--- config.mk ---
export PLATFORM = sky130hd
export DESIGN_NAME = sd_drive_arbiter_flat
export DESIGN_NICKNAME = d
export VERILOG_FILES = /design/src/rtl/sd_drive_arbiter_if.sv /design/src/rtl/sd_drive_arbiter.sv /design/src/flat_wrapper.sv
export SDC_FILE = /design/constraint.sdc
export NUM_CORES = 1
export LEC_CHECK = 0
export ABC_AREA = 1
export BUFFER_PORTS_ARGS = -buffer_cell sky130_fd_sc_hd__buf_2
export CAP_MARGIN = 20
export CORE_AREA = 2 2 154 156
export CTS_CLUSTER_DIAMETER = 150
export DETAILED_ROUTE_END_ITERATION = 10
export DIE_AREA = 0 0 156 158
export GPL_TIMING_DRIVEN = 0
export PLACE_DENSITY = 0.71
export SLEW_MARGIN = 10
export SYNTH_ARGS = -nofsm -noshare
export SYNTH_HDL_FRONTEND = slang
export SYNTH_SLANG_ARGS = --single-unit
--- constraint.sdc ---
create_clock -name clk_sys -period 14.2 [get_ports clk_sys]
set_clock_uncertainty 0.05 [all_clocks]
set_input_delay 1.42 -clock clk_sys [delete_from_list [all_inputs] [get_ports clk_sys]]
set_output_delay 1.42 -clock clk_sys [all_outputs]
set_load 0.1 [all_outputs]
--- src/rtl/sd_drive_arbiter_if.sv ---
// Bus bundle between the floppy drives, the arbiter and hps_io sector transfer.
interface sd_drive_arbiter_if #(
  parameter int unsigned NBDRIV = 4,
  parameter int unsigned LBA_W  = 32,
  parameter int unsigned BUF_AW = 9
);
  // drive side
  logic [NBDRIV*LBA_W-1:0] drv_lba;
  logic [NBDRIV-1:0]       drv_rd;
  logic [NBDRIV-1:0]       drv_wr;
  logic [NBDRIV-1:0]       drv_done;
  logic [NBDRIV-1:0]       drv_err;
  logic [BUF_AW-1:0]       drv_buff_addr;
  logic [7:0]              drv_buff_dout;
  logic [NBDRIV-1:0]       drv_buff_wr;
  logic [NBDRIV*8-1:0]     drv_buff_din;
  // hps_io side
  logic [NBDRIV*LBA_W-1:0] sd_lba;
  logic [NBDRIV-1:0]       sd_rd;
  logic [NBDRIV-1:0]       sd_wr;
  logic [NBDRIV-1:0]       sd_ack;
  logic [BUF_AW-1:0]       sd_buff_addr;
  logic [7:0]              sd_buff_dout;
  logic                    sd_buff_wr;
  logic [NBDRIV*8-1:0]     sd_buff_din;
  logic [NBDRIV-1:0]       img_mounted;

  // arbiter view
  modport slave (
    input  drv_lba, drv_rd, drv_wr, drv_buff_din,
    input  sd_ack, sd_buff_addr, sd_buff_dout, sd_buff_wr, img_mounted,
    output drv_done, drv_err, drv_buff_addr, drv_buff_dout, drv_buff_wr,
    output sd_lba, sd_rd, sd_wr, sd_buff_din
  );

  // drives + hps_io view
  modport master (
    output drv_lba, drv_rd, drv_wr, drv_buff_din,
    output sd_ack, sd_buff_addr, sd_buff_dout, sd_buff_wr, img_mounted,
    input  drv_done, drv_err, drv_buff_addr, drv_buff_dout, drv_buff_wr,
    input  sd_lba, sd_rd, sd_wr, sd_buff_din
  );
endinterface

--- src/rtl/sd_drive_arbiter.sv ---
// Round-robin arbiter giving NBDRIV virtual drives serialized access to the
// hps_io sector interface, with per-transfer LBA latch, timeout and remount abort.
module sd_drive_arbiter #(
  parameter int unsigned NBDRIV  = 4,
  parameter int unsigned LBA_W   = 32,
  parameter int unsigned BUF_AW  = 9,
  parameter int unsigned TIMEOUT = 32'd16777216
) (
  input logic clk_sys,
  input logic reset,
  sd_drive_arbiter_if.slave bus
);

  localparam int unsigned GW = (NBDRIV > 1) ? $clog2(NBDRIV) : 1;
  localparam int unsigned CW = $clog2(TIMEOUT + 1);
  localparam logic [CW-1:0] CNT_LAST = CW'(TIMEOUT - 1);

  typedef enum logic [1:0] {S_IDLE, S_REQ, S_XFER, S_RELEASE} state_t;

  state_t                  state_q, state_d;
  logic [GW-1:0]           g_q, g_d;
  logic [GW-1:0]           rr_q, rr_d;
  logic [LBA_W-1:0]        lba_q, lba_d;
  logic                    wr_op_q, wr_op_d;
  logic                    abort_q, abort_d;
  logic                    fired_q, fired_d;
  logic [CW-1:0]           cnt_q, cnt_d;
  logic [NBDRIV-1:0]       sd_rd_q, sd_rd_d;
  logic [NBDRIV-1:0]       sd_wr_q, sd_wr_d;
  logic [NBDRIV-1:0]       done_q, done_d;
  logic [NBDRIV-1:0]       err_q, err_d;
  logic [NBDRIV*LBA_W-1:0] sd_lba_q, sd_lba_d;

  logic [NBDRIV-1:0]       pending;
  logic [NBDRIV-1:0]       g_onehot;
  logic                    ack_g, mount_g, req_g;
  logic                    rq_active, timeout_hit;
  logic                    found;
  logic [GW-1:0]           pick, idx;
  logic [LBA_W-1:0]        lba_pick;
  logic                    rd_pick;
  logic [NBDRIV*LBA_W-1:0] lba_placed;
  logic [GW-1:0]           rr_next;

  assign pending     = bus.drv_rd | bus.drv_wr;
  assign g_onehot    = NBDRIV'(1) << g_q;
  assign ack_g       = |(bus.sd_ack & g_onehot);
  assign mount_g     = |(bus.img_mounted & g_onehot);
  assign req_g       = |(pending & g_onehot);
  assign rq_active   = |(sd_rd_q | sd_wr_q);
  assign timeout_hit = rq_active && (cnt_q == CNT_LAST);
  assign rr_next     = GW'((int'(g_q) + 1) % int'(NBDRIV));

  // First pending drive at or after the round-robin pointer.
  always_comb begin
    found = 1'b0;
    pick  = '0;
    idx   = '0;
    for (int i = 0; i < int'(NBDRIV); i++) begin
      idx = GW'((int'(rr_q) + i) % int'(NBDRIV));
      if (!found && pending[idx]) begin
        found = 1'b1;
        pick  = idx;
      end
    end
  end

  // Slice muxes: LBA/op of the candidate, latched LBA placed in the granted slot.
  always_comb begin
    lba_pick   = '0;
    rd_pick    = 1'b0;
    lba_placed = '0;
    for (int i = 0; i < int'(NBDRIV); i++) begin
      if (GW'(i) == pick) begin
        lba_pick = bus.drv_lba[i*LBA_W +: LBA_W];
        rd_pick  = bus.drv_rd[i];
      end
      if (GW'(i) == g_q) begin
        lba_placed[i*LBA_W +: LBA_W] = lba_q;
      end
    end
  end

  // Next-state and registered-output logic.
  always_comb begin
    state_d  = state_q;
    g_d      = g_q;
    rr_d     = rr_q;
    lba_d    = lba_q;
    wr_op_d  = wr_op_q;
    abort_d  = abort_q;
    fired_d  = fired_q;
    cnt_d    = cnt_q;
    sd_rd_d  = '0;
    sd_wr_d  = '0;
    done_d   = '0;
    err_d    = '0;
    sd_lba_d = '0;
    case (state_q)
      S_IDLE: begin
        if (found) begin
          g_d     = pick;
          lba_d   = lba_pick;
          wr_op_d = ~rd_pick;
          abort_d = 1'b0;
          fired_d = 1'b0;
          cnt_d   = '0;
          state_d = S_REQ;
        end
      end
      S_REQ: begin
        sd_lba_d = lba_placed;
        if (rq_active) cnt_d = cnt_q + CW'(1);
        if (mount_g || timeout_hit) begin
          abort_d = 1'b1;
          state_d = S_RELEASE;
        end else if (ack_g) begin
          state_d = S_XFER;
        end else begin
          sd_rd_d = wr_op_q ? '0 : g_onehot;
          sd_wr_d = wr_op_q ? g_onehot : '0;
        end
      end
      S_XFER: begin
        sd_lba_d = lba_placed;
        if (mount_g) begin
          abort_d = 1'b1;
          state_d = S_RELEASE;
        end else if (!ack_g) begin
          state_d = S_RELEASE;
        end
      end
      S_RELEASE: begin
        // Report once ack is gone, then hold until the drive drops its request.
        if (!fired_q) begin
          if (!ack_g) begin
            fired_d = 1'b1;
            done_d  = abort_q ? '0 : g_onehot;
            err_d   = abort_q ? g_onehot : '0;
            rr_d    = rr_next;
          end
        end else if (!req_g) begin
          state_d = S_IDLE;
        end
      end
      default: state_d = S_IDLE;
    endcase
  end

  // State and output registers.
  always_ff @(posedge clk_sys or posedge reset) begin
    if (reset) begin
      state_q  <= S_IDLE;
      g_q      <= '0;
      rr_q     <= '0;
      lba_q    <= '0;
      wr_op_q  <= 1'b0;
      abort_q  <= 1'b0;
      fired_q  <= 1'b0;
      cnt_q    <= '0;
      sd_rd_q  <= '0;
      sd_wr_q  <= '0;
      done_q   <= '0;
      err_q    <= '0;
      sd_lba_q <= '0;
    end else begin
      state_q  <= state_d;
      g_q      <= g_d;
      rr_q     <= rr_d;
      lba_q    <= lba_d;
      wr_op_q  <= wr_op_d;
      abort_q  <= abort_d;
      fired_q  <= fired_d;
      cnt_q    <= cnt_d;
      sd_rd_q  <= sd_rd_d;
      sd_wr_q  <= sd_wr_d;
      done_q   <= done_d;
      err_q    <= err_d;
      sd_lba_q <= sd_lba_d;
    end
  end

  assign bus.sd_rd         = sd_rd_q;
  assign bus.sd_wr         = sd_wr_q;
  assign bus.sd_lba        = sd_lba_q;
  assign bus.drv_done      = done_q;
  assign bus.drv_err       = err_q;
  assign bus.drv_buff_addr = bus.sd_buff_addr;
  assign bus.drv_buff_dout = bus.sd_buff_dout;
  assign bus.sd_buff_din   = bus.drv_buff_din;
  assign bus.drv_buff_wr   = ((state_q == S_XFER) && bus.sd_buff_wr) ? g_onehot : '0;

endmodule

--- src/flat_wrapper.sv ---
// flat-port wrapper written by rule: the top's interface ports become plain ports
module sd_drive_arbiter_flat 
#(
  parameter int unsigned NBDRIV  = 4,
  parameter int unsigned LBA_W   = 32,
  parameter int unsigned BUF_AW  = 9,
  parameter int unsigned TIMEOUT = 32'd16777216
)
  (clk_sys, reset, bus_drv_lba, bus_drv_rd, bus_drv_wr, bus_drv_buff_din, bus_sd_ack, bus_sd_buff_addr, bus_sd_buff_dout, bus_sd_buff_wr, bus_img_mounted, bus_drv_done, bus_drv_err, bus_drv_buff_addr, bus_drv_buff_dout, bus_drv_buff_wr, bus_sd_lba, bus_sd_rd, bus_sd_wr, bus_sd_buff_din);
  sd_drive_arbiter_if #(.NBDRIV(NBDRIV), .LBA_W(LBA_W), .BUF_AW(BUF_AW)) bus_i ();
  input logic clk_sys;
  input logic reset;
  input wire logic [$bits(bus_i.drv_lba)-1:0] bus_drv_lba;
  input wire logic [$bits(bus_i.drv_rd)-1:0] bus_drv_rd;
  input wire logic [$bits(bus_i.drv_wr)-1:0] bus_drv_wr;
  input wire logic [$bits(bus_i.drv_buff_din)-1:0] bus_drv_buff_din;
  input wire logic [$bits(bus_i.sd_ack)-1:0] bus_sd_ack;
  input wire logic [$bits(bus_i.sd_buff_addr)-1:0] bus_sd_buff_addr;
  input wire logic [$bits(bus_i.sd_buff_dout)-1:0] bus_sd_buff_dout;
  input wire logic [$bits(bus_i.sd_buff_wr)-1:0] bus_sd_buff_wr;
  input wire logic [$bits(bus_i.img_mounted)-1:0] bus_img_mounted;
  output wire logic [$bits(bus_i.drv_done)-1:0] bus_drv_done;
  output wire logic [$bits(bus_i.drv_err)-1:0] bus_drv_err;
  output wire logic [$bits(bus_i.drv_buff_addr)-1:0] bus_drv_buff_addr;
  output wire logic [$bits(bus_i.drv_buff_dout)-1:0] bus_drv_buff_dout;
  output wire logic [$bits(bus_i.drv_buff_wr)-1:0] bus_drv_buff_wr;
  output wire logic [$bits(bus_i.sd_lba)-1:0] bus_sd_lba;
  output wire logic [$bits(bus_i.sd_rd)-1:0] bus_sd_rd;
  output wire logic [$bits(bus_i.sd_wr)-1:0] bus_sd_wr;
  output wire logic [$bits(bus_i.sd_buff_din)-1:0] bus_sd_buff_din;
  assign bus_i.drv_lba = bus_drv_lba;
  assign bus_i.drv_rd = bus_drv_rd;
  assign bus_i.drv_wr = bus_drv_wr;
  assign bus_i.drv_buff_din = bus_drv_buff_din;
  assign bus_i.sd_ack = bus_sd_ack;
  assign bus_i.sd_buff_addr = bus_sd_buff_addr;
  assign bus_i.sd_buff_dout = bus_sd_buff_dout;
  assign bus_i.sd_buff_wr = bus_sd_buff_wr;
  assign bus_i.img_mounted = bus_img_mounted;
  assign bus_drv_done = bus_i.drv_done;
  assign bus_drv_err = bus_i.drv_err;
  assign bus_drv_buff_addr = bus_i.drv_buff_addr;
  assign bus_drv_buff_dout = bus_i.drv_buff_dout;
  assign bus_drv_buff_wr = bus_i.drv_buff_wr;
  assign bus_sd_lba = bus_i.sd_lba;
  assign bus_sd_rd = bus_i.sd_rd;
  assign bus_sd_wr = bus_i.sd_wr;
  assign bus_sd_buff_din = bus_i.sd_buff_din;
  sd_drive_arbiter #(.NBDRIV(NBDRIV), .LBA_W(LBA_W), .BUF_AW(BUF_AW), .TIMEOUT(TIMEOUT)) u_core (.clk_sys(clk_sys), .reset(reset), .bus(bus_i));
endmodule
==> results.tsv <==
metric	value	unit
cts_root_buf	clkbuf_16	
antenna_found_initial	2	
regArea	0.00526	mm²
cts_buffers	23	
viasPerCell	5.05	
multiInputGateArea	0.00331	mm²
drc	0	
worstSetupPathType	in2out	
clk_pin_slew_worst_paths	60	ps
yosysTopAreaCell	dfrtp_1	
netlist_area	0.00963	mm²
cts.sinks	210	
cts_hold_buffers	0	
slew-limit-headroom	55.8	%
syn_area_per_cell	8.71	µm²
final_cell_mix	buf_2 (361), dfrtp_1 (210), nand2_1 (202)	
dieWidth	156	µm
required	12730	ps
die_h	158	µm
clk_latency	520	ps
core-area	0.0231	mm²
cts_setup_buffers	0	
worstSetupStartpointType	input port	
p_leak	7.02	nW
placed_area	0.0117	mm²
finalCritPeriodShare	25.1	%
setup_tns	0	ps
fmax	280	MHz
layout-drive-gt1-share	32.5	%
ir_worst_vdd	139	µV
fillerInstances	2128	
ys_warn_count	0	
cts_buffer_depth	3	
grt_usage	25.2	%
vias	9020	
wire_per_inst	18.1	µm
cts_resized	0	
crit_fanout	4	
hold_slack	430	ps
ys_ff_latch	210	
worst_slew_pin_slew	663	ps
grt_pass1_vias	8422	
synth_area_leaders	dfrtp_1 (55%), nand2_1 (7.9%), nor2_1 (7.0%)	
synth.net_count	1311	
first_iter_violations	844	
fin_crit	3570	ps
yosys.cell_types.count	33	
final_common_cell	buf_2	
synthCells	1106	
report.final.slew_viol_count	0	
postRouteAntennaNets	0	
cts_tree	done	
final-setup-viol-count	0	
cp.arrival	2100	ps
cap_violations	0	
nNetsFinal	1680	
grt_max_degree	114	
area_growth	30.6	%
htree_levels	1	
core.rowCount	56	
firstDrtPassIters	7	
place_congestion	0.908	
wl	32300	µm
hold_violations	0	
status	completed	
hpwl	25200	µm
die-area	0.0246	mm²
powerDensity	275	mW/mm²
endpoint_kind	output pin	
rsz0062_at_grt	no	
fin_area	0.0126	mm²
grt_pass1_wl	47500	µm
portBuffers	343	
seq_area_frac_synth	54.6	%
hold_path.class	reg2reg	
start_util	41.8	%
gr-total-overflow	0	
io_pins	393	
synth_top_area_share	54.6	%
-- worst paths after layout --
| path | from | to | slack [ps] | depth (start not counted) |
|---|---|---|---|---|
| min in group asynchronous | reset | u_core.bus.sd_lba[26] | 970 | 2 |
| worst max register to register | u_core.rr_q[1] | u_core.lba_q[27] | 11600 | 13 |
| max in group asynchronous | reset | u_core.lba_q[5] | 12160 | 3 |
| worst max-delay path | bus_sd_buff_wr | bus_drv_buff_wr[0] | 10630 | 4 |
| worst min register to register | u_core.lba_q[1] | u_core.lba_q[1] | 430 | 2 |
| worst min-delay path | u_core.lba_q[1] | u_core.lba_q[1] | 430 | 2 |
-- power breakdown --
group | switching [mW] | internal, mW | total, mW
Sequential | 0.0725 | 0.759 | 0.831
Combinational | 1.60 | 0.393 | 1.99
Clock | 0.247 | 0.388 | 0.634
Total | 1.92 | 1.54 | 3.46
-- logic make-up (layout without fill, tap and decap cells) --
group / after synthesis / after routing / share of synthesized area [%]
compound gates: 115 / 115 / 7.41
xor+xnor: 12 / 12 / 1.09
fa+ha+maj: 9 / 9 / 1.17
buf+inv: 205 / 590 / 11.0
flops: 210 / 210 / 54.6
other cells: 0 / 5 / 0
simple gates: 555 / 555 / 24.8
-- cell usage after synthesis --
| cell type | instances |
|---|---|
| a21boi_1 | 1 |
| a21oi_1 | 41 |
| a22o_1 | 3 |
| a22oi_1 | 1 |
| buf_2 | 18 |
| buf_4 | 55 |
| buf_6 | 8 |
| clkbuf_1 | 17 |
| dfrtp_1 | 210 |
| ha_1 | 9 |
| inv_1 | 102 |
| inv_2 | 5 |
| nand2_1 | 202 |
| nand2_2 | 6 |
| nand3_1 | 121 |
| nand3_2 | 3 |
| nand3b_1 | 4 |
| nand4_1 | 13 |
| nor2_1 | 179 |
| nor2_2 | 1 |
| nor2_4 | 4 |
| nor3_1 | 16 |
| nor4_1 | 6 |
| o211ai_1 | 2 |
| o21a_1 | 1 |
| o21ai_0 | 14 |
| o21ai_1 | 6 |
| o21ai_2 | 1 |
| o21bai_1 | 31 |
| o22ai_1 | 2 |
| o31ai_1 | 12 |
| xnor2_1 | 4 |
| xor2_1 | 8 |
-- area by class of cell --
type | instances | area share [%]
flip-flops and latches | 210 | 41.8
clock inverters | 9 | 1.17
well taps | 290 | 2.89
repair buffers | 344 | 13.9
diodes | 5 | 0.0995
clock buffers | 32 | 5.32
plain buffers | 98 | 5.22
inverters | 107 | 3.25
multi-input cells | 691 | 26.4
-- worst max-delay path: stages --
cell     delay, ps
buf_2           70
nand2_1         80
nor2_1          90
buf_2          430
-- stage by stage --
stage	std cells	total power, mW	worst slack [ps]	util, %
global route	1783	3.63	10580	54.5
CTS	1781	3.45	10630	54.5
global placement	1739	2.79	4900	50.8
detailed placement	1740	2.81	10440	50.9
floorplan	1106	2.35	6990	-
finish	1786	3.46	10630	54.5
-- per-layer routing --
metal,wire length (µm),share of wire [%],vias to the layer above,global-route usage [%]
met5,0,0,-,0
met4,918,2.8,0,8.21
met3,2620,8.1,62,5.34
met2,15700,49,442,42.4
met1,13100,40,4290,32.6
li1,-,-,4226,-
-- state kept, by name, summed over array words and instances, names as in the netlist --
name / flops
u_core.abort_q: 1
u_core.rr_q: 2
u_core.bus.drv_err: 4
u_core.bus.sd_rd: 4
u_core.lba_q: 32
u_core.bus.drv_done: 4
u_core.fired_q: 1
u_core.g_q: 2
u_core.wr_op_q: 1
u_core.cnt_q: 25
u_core.bus.sd_lba: 128
u_core.state_q: 2
u_core.bus.sd_wr: 4
No activity file was read; power rests on OpenSTA's default activity.
